**src/rtl/npu_seq_ctrl.sv**
```systemverilog
// rtl/npu_seq_ctrl.sv - host-bus front end and N-stage start/done sequencer for the NPU pipeline
// Optional stage watchdog enabled by defining NPU_SEQ_WDT_EN.
module npu_seq_ctrl #(
  parameter int N_BANKS    = 5,
  parameter int N_STAGES   = 3,
  parameter int SEL_W      = 3,
  parameter int IDX_W      = 12,
  parameter int DATA_W     = 8,
  parameter int RES_W      = 24,
  parameter int WDT_CYCLES = 65535
) (
  input  logic                   i_clk,
  input  logic                   i_rst,
  input  logic                   i_en,
  input  logic                   i_we,
  input  logic [SEL_W+IDX_W-1:0] i_addr,
  input  logic [31:0]            i_w_data,
  output logic [31:0]            o_r_data,
  output logic                   o_r_valid,
  output logic [N_BANKS-1:0]     o_bank_we,
  output logic [IDX_W-1:0]       o_bank_idx,
  output logic [DATA_W-1:0]      o_bank_data,
  output logic [N_STAGES-1:0]    o_stage_start,
  input  logic [N_STAGES-1:0]    i_stage_done,
  input  logic [RES_W-1:0]       i_result_in,
  output logic                   o_busy,
  output logic                   o_irq
);

  localparam int KW = $clog2(N_STAGES);

  typedef enum logic [1:0] {S_IDLE, S_START, S_WAIT, S_DONE} state_t;

  state_t            r_state, w_next;
  logic [KW-1:0]     r_k;
  logic [RES_W-1:0]  r_result;
  logic              r_done, r_wr_err, r_timeout, r_irq, r_r_valid;
  logic [31:0]       r_r_data;
  logic [N_BANKS-1:0] r_bank_we;
  logic [IDX_W-1:0]  r_bank_idx;
  logic [DATA_W-1:0] r_bank_data;

  logic [SEL_W-1:0]  w_sel;
  logic [IDX_W-1:0]  w_idx;
  logic              w_ctrl_wr, w_clear, w_trig, w_bank_wr, w_busy, w_kdone, w_last;
  logic              w_finish, w_advance, w_abort, w_wdt_expire;
  logic [31:0]       w_status, w_rd_mux;

  assign w_sel     = i_addr[SEL_W+IDX_W-1:IDX_W];
  assign w_idx     = i_addr[IDX_W-1:0];
  assign w_ctrl_wr = i_en & i_we & (w_sel == SEL_W'(N_BANKS));
  assign w_clear   = w_ctrl_wr & (w_idx == IDX_W'(0));
  assign w_trig    = w_ctrl_wr & (w_idx == IDX_W'(1));
  assign w_bank_wr = i_en & i_we & (w_sel < SEL_W'(N_BANKS));
  assign w_busy    = (r_state == S_START) || (r_state == S_WAIT);
  assign w_kdone   = i_stage_done[r_k];
  assign w_last    = (r_k == KW'(N_STAGES - 1));

`ifdef NPU_SEQ_WDT_EN
  logic [31:0] r_wdt;

  // Counts cycles since the current stage's start pulse (the start cycle counts as 1).
  always_ff @(posedge i_clk or posedge i_rst) begin
    if (i_rst)                   r_wdt <= '0;
    else if (r_state == S_START) r_wdt <= 32'd1;
    else if (r_state == S_WAIT)  r_wdt <= r_wdt + 32'd1;
  end

  assign w_wdt_expire = (r_state == S_WAIT) && (r_wdt == 32'(WDT_CYCLES - 1));
`else
  logic w_unused_wdt;
  assign w_unused_wdt = (WDT_CYCLES == 0);
  assign w_wdt_expire = 1'b0;
`endif

  always_comb begin
    w_next    = r_state;
    w_finish  = 1'b0;
    w_advance = 1'b0;
    w_abort   = 1'b0;
    case (r_state)
      S_IDLE, S_DONE: if (w_trig) w_next = S_START;
      S_START:        w_next = S_WAIT;
      S_WAIT: begin
        if (w_kdone) begin
          if (w_last) begin
            w_next   = S_DONE;
            w_finish = 1'b1;
          end else begin
            w_next    = S_START;
            w_advance = 1'b1;
          end
        end else if (w_wdt_expire) begin
          w_next  = S_IDLE;
          w_abort = 1'b1;
        end
      end
      default: w_next = S_IDLE;
    endcase
    // Soft clear overrides completion, advance and watchdog abort.
    if (w_clear) begin
      w_next    = S_IDLE;
      w_finish  = 1'b0;
      w_advance = 1'b0;
      w_abort   = 1'b0;
    end
  end

  always_ff @(posedge i_clk or posedge i_rst) begin
    if (i_rst) r_state <= S_IDLE;
    else       r_state <= w_next;
  end

  assign w_status = {16'b0, 8'(r_k), 4'b0, r_timeout, r_wr_err, r_done, w_busy};

  always_comb begin
    w_rd_mux = '0;
    if (w_sel == SEL_W'(N_BANKS) && w_idx == IDX_W'(2))
      w_rd_mux = {{(32-RES_W){r_result[RES_W-1]}}, r_result};
    else if (w_sel == SEL_W'(N_BANKS) && w_idx == IDX_W'(3))
      w_rd_mux = w_status;
  end

  always_ff @(posedge i_clk or posedge i_rst) begin
    if (i_rst) begin
      r_k         <= '0;
      r_result    <= '0;
      r_done      <= 1'b0;
      r_wr_err    <= 1'b0;
      r_timeout   <= 1'b0;
      r_irq       <= 1'b0;
      r_r_valid   <= 1'b0;
      r_r_data    <= '0;
      r_bank_we   <= '0;
      r_bank_idx  <= '0;
      r_bank_data <= '0;
    end else begin
      r_bank_we <= '0;
      r_irq     <= 1'b0;
      r_r_valid <= 1'b0;
      if (w_bank_wr && !w_busy) begin
        r_bank_we   <= N_BANKS'(1) << w_sel;
        r_bank_idx  <= w_idx;
        r_bank_data <= i_w_data[DATA_W-1:0];
      end
      if (w_bank_wr && w_busy) r_wr_err <= 1'b1;
      if (i_en && !i_we) begin
        r_r_valid <= 1'b1;
        r_r_data  <= w_rd_mux;
      end
      if (w_clear) begin
        r_k       <= '0;
        r_result  <= '0;
        r_done    <= 1'b0;
        r_wr_err  <= 1'b0;
        r_timeout <= 1'b0;
      end else begin
        if (w_trig && !w_busy) begin
          r_done <= 1'b0;
          r_k    <= '0;
        end
        if (w_advance) r_k <= r_k + KW'(1);
        if (w_finish) begin
          r_result <= i_result_in;
          r_done   <= 1'b1;
          r_irq    <= 1'b1;
        end
        if (w_abort) begin
          r_timeout <= 1'b1;
          r_irq     <= 1'b1;
        end
      end
    end
  end

  logic w_unused_data;
  assign w_unused_data = &{1'b0, i_w_data[31:DATA_W]};

  assign o_stage_start = (r_state == S_START) ? (N_STAGES'(1) << r_k) : '0;
  assign o_busy        = w_busy;
  assign o_irq         = r_irq;
  assign o_r_data      = r_r_data;
  assign o_r_valid     = r_r_valid;
  assign o_bank_we     = r_bank_we;
  assign o_bank_idx    = r_bank_idx;
  assign o_bank_data   = r_bank_data;

endmodule

```
**config.mk**
```make
export PLATFORM = sky130hd
export DESIGN_NAME = npu_seq_ctrl
export DESIGN_NICKNAME = d
export VERILOG_FILES = /design/src/rtl/npu_seq_ctrl.sv
export SDC_FILE = /design/constraint.sdc
export NUM_CORES = 1
export LEC_CHECK = 0
export BUFFER_PORTS_ARGS = -buffer_cell sky130_fd_sc_hd__clkbuf_2
export CORE_UTILIZATION = 40
export DETAILED_ROUTE_END_ITERATION = 8
export GPL_ROUTABILITY_DRIVEN = 1
export GPL_TIMING_DRIVEN = 0
export PLACE_DENSITY = 0.68
export SETUP_SLACK_MARGIN = 0.3
export SYNTH_ARGS = -nofsm -noshare
export SYNTH_HDL_FRONTEND = slang
export SYNTH_SLANG_ARGS = --single-unit
```
**constraint.sdc**
```tcl
create_clock -name i_clk -period 3.13 [get_ports i_clk]
set_input_delay 0.1565 -clock i_clk [delete_from_list [all_inputs] [get_ports i_clk]]
set_output_delay 0.1565 -clock i_clk [all_outputs]
set_load 0.05 [all_outputs]
```
==> run summary <==
=================================================================================
Outcome                                                              complete, no violations
Area added between synthesis and finish                                     26.4%
Commonest cells in the synthesized netlist                           81 x dfrtp_1, 28 x a21oi_1, 26 x nand3_1, 24 x o21ai_0, 20 x mux2_2
Final nets                                                                    516
Worst Path Arrival                                                        2360 ps
CTS Buf Count                                                                   9
Async SR Flop Fraction                                                       100%
Share of the yosys chip area belonging to registers                         55.8%
Most frequently used flop master after synthesis                          dfrtp_1
Drt first pass iters                                                            4
# rows                                                                         34
Post-synthesis register bit count                                              81
Clock buffer depth                                                              2
Pins Over Slew Limit                                                            0
Final worst-path setup slack                                              1050 ps
Hold Path Stages                                                                3
Post-Syn Area per Cell                                                   12.0 µm²
Detailed-route via count                                                     2895
First-pass GRT wire length                                               13700 µm
Unique cell type count in the Yosys netlist                                    49
Final RePlAce weighted congestion                                           0.758
Crit share post-route                                                       66.5%
Remaining DRCs                                                                  0
Worst setup EP type                                                      register
Via count of the first global-routing pass                                   2817
Die height                                                                97.3 µm
Antenna violations before repair                                                0
Die Footprint                                                            9470 µm²
Placeable core region                                                    8760 µm²
H-Tree Depth                                                                    3
Crit path kind                                                         reg -> reg
I/O Pins                                                                      141
Gate count after technology mapping                                           303
Peak ir drop on the vdd network                                          0.539 mV
Setup WS pre-CTS                                                          1050 ps
Total routing usage reported by global routing                              18.2%
Launching element type of the critical path                              register
Yosys warning total                                                             0
Clock tree from TritonCTS                                                    done
Overall die width                                                         97.3 µm
Syn_nets                                                                      387
Worst reg2reg path depth                                                        7
Count of instances resized after the clock tree is built                        0
Per-cell routed wire length                                               15.5 µm
Biggest fanout along the worst timing path                                     10
Fraction of post-synthesis cell area in the top cell type by area           55.8%
Setup-failing EPs final                                                         0
Period minus WS final                                                     2080 ps
Leakage power                                                             2.26 nW
Clock slew seen by the registers of the worst setup and hold paths         100 ps
Cell area power density                                                870 nW/µm²
Top layer used by detailed routing                                           met4
Met3 wire len                                                              671 µm
Effective utilization at floorplan                                          41.5%
Hold WS                                                                   21.7 ps
Clock tree sinks                                                               81
Worst Path Required                                                       3410 ps
Final WL                                                                  8470 µm
Number of nets still failing antenna checks after routing                       0
Design area                                                              4590 µm²
Register-to-register setup slack                                          1050 ps
Final core area utilization                                                 52.4%
Worst Skew                                                                18.4 ps
Source-to-sink clock delay at the later pin of the worst-skew pair         360 ps
Post-CTS Setup Bufs                                                             0
Pin count of the biggest net entering global routing                           61
Post-synthesis cell type with the largest combined area                   dfrtp_1
Slew at the pin with the worst max-slew slack                              468 ps
Sum of overflow across all layers after global routing                          0
Met2 Routed Length                                                        3940 µm
Detailed placer's ending HPWL                                             6180 µm
Routed met1 length                                                        3790 µm
Sum Neg Setup Slack                                                          0 ps
Cell with the most instances after synthesis                              dfrtp_1
I/O Buffers                                                                   116
Max cap viols                                                                   0
Number of enable flip-flop cells after synthesis                                0
Top cells by area in the synthesized netlist                         dfrtp_1 56%, mux2_2 6.2%, a22o_1 4.6%, a21oi_1 3.9%, nand3_1 3.6%
Quantity of hold-fixing buffers added after cts                                 1
Cell at the root of the clock tree                                       clkbuf_8
Headroom to the max-slew limit                                              68.8%
Iter 0 DRT Violations                                                         148
Achievable frequency                                                      481 MHz
Hold WC Path Type                                                       in -> reg
Share of post-route cells with drive strength above 1                       43.5%
Post-synthesis cell area                                                 3630 µm²
Total inserted antenna cells                                                    0
Via density per instance                                                     5.31
Post-DP Area                                                             4380 µm²
Setup repair after global routing missed its margin                            no
Fin. Hold Viols                                                                 0
=================================================================================
per-layer routing:
layer | GRT usage, % | vias to the layer above
met5 | 0 | -
met4 | 5.09 | 0
met3 | 5.68 | 8
met2 | 28.5 | 118
met1 | 24.5 | 1405
li1 | - | 1364
metrics by stage:
step | power [W] | std cells
4_1_cts | 0.00402 | 545
2_1_floorplan | 0.00280 | 303
3_5_place_dp | 0.00324 | 528
3_3_place_gp | 0.00319 | 527
6_report | 0.00400 | 545
5_1_grt | 0.00423 | 545
worst max-delay path, cell delays in order, from the launching register on:
cell and delay, ps:
dfrtp_1 460, inv_1 170, ha_1 230, and2_1 130, buf_1 350, clkbuf_1 380, nand2_1 150, a21oi_1 140
report_power, final:
| part | internal (W) | switching, W | leakage (nW) | total (W) |
|---|---|---|---|---|
| combinational | 0.000519 | 0.00115 | 1.11 | 0.00167 |
| sequential | 0.00136 | 0.000187 | 1.05 | 0.00155 |
| clock | 0.000377 | 0.000404 | 0.104 | 0.000781 |
area by class of cell:
class	instances	area, µm²
Multi-Input combinational cell	186	1400
Timing Repair Buffer	118	618
Buffer	27	178
Inverter	9	36.3
Sequential cell	81	2030
Fill cell	791	4170
Clock buffer	9	124
Tap cell	108	135
Clock inverter	7	78.8
cell usage in the layout (no fill, tap or decap), types with 2 or more instances in the layout:
master / synthesis / routed
mux2_2: 20 / 20
clkbuf_1: 6 / 6
inv_6: 0 / 2
nor2_1: 6 / 6
nand2_1: 4 / 4
nand3b_1: 2 / 2
o211ai_1: 2 / 2
a22o_1: 19 / 19
clkinv_4: 0 / 3
clkbuf_2: 1 / 117
buf_4: 8 / 8
a21oi_1: 28 / 28
o21ai_0: 24 / 24
dfrtp_1: 81 / 81
and2_1: 7 / 7
clkbuf_8: 0 / 9
ha_1: 6 / 6
a211oi_1: 2 / 2
a221o_1: 5 / 5
nand3_1: 26 / 26
nor3_1: 4 / 4
nor4_4: 2 / 2
a21boi_0: 2 / 2
nor3_4: 2 / 2
nor4b_1: 2 / 2
buf_2: 6 / 6
buf_6: 5 / 5
nor4b_2: 2 / 2
nor2b_1: 2 / 2
inv_1: 7 / 6
kinds of logic (layout without fill, tap and decap cells):
| family | count (synthesis) | in the layout | share of synthesized area [%] |
|---|---|---|---|
| AO/OA/AOI/OAI | 91 | 91 | 16.9 |
| flip-flops | 81 | 81 | 55.8 |
| AND/OR/NAND/NOR | 67 | 67 | 12.6 |
| buffers and inverters | 36 | 170 | 5.82 |
| multiplexers | 22 | 22 | 6.85 |
| adder cells (fa/ha/maj) | 6 | 6 | 2.07 |
worst paths after layout:
check | from | endpoint
worst min-delay path | i_result_in[3] | r_result[3]
min in group asynchronous | i_rst | o_bank_data[6]
worst min register to register | r_result[10] | o_r_data[10]
worst max register to register | r_k[0] | r_done
worst max-delay path | r_k[0] | r_done
max in group asynchronous | i_rst | o_r_data[17]
registers in the layout, indices dropped and copies added, names as in the netlist:
name,flops
o_r_data,24
r_result,24
o_bank_idx,12
o_bank_data,8
o_bank_we,5
r_k,2
r_state,2
o_irq,1
o_r_valid,1
r_done,1
r_wr_err,1
No activity file was read; power rests on OpenSTA's default activity.
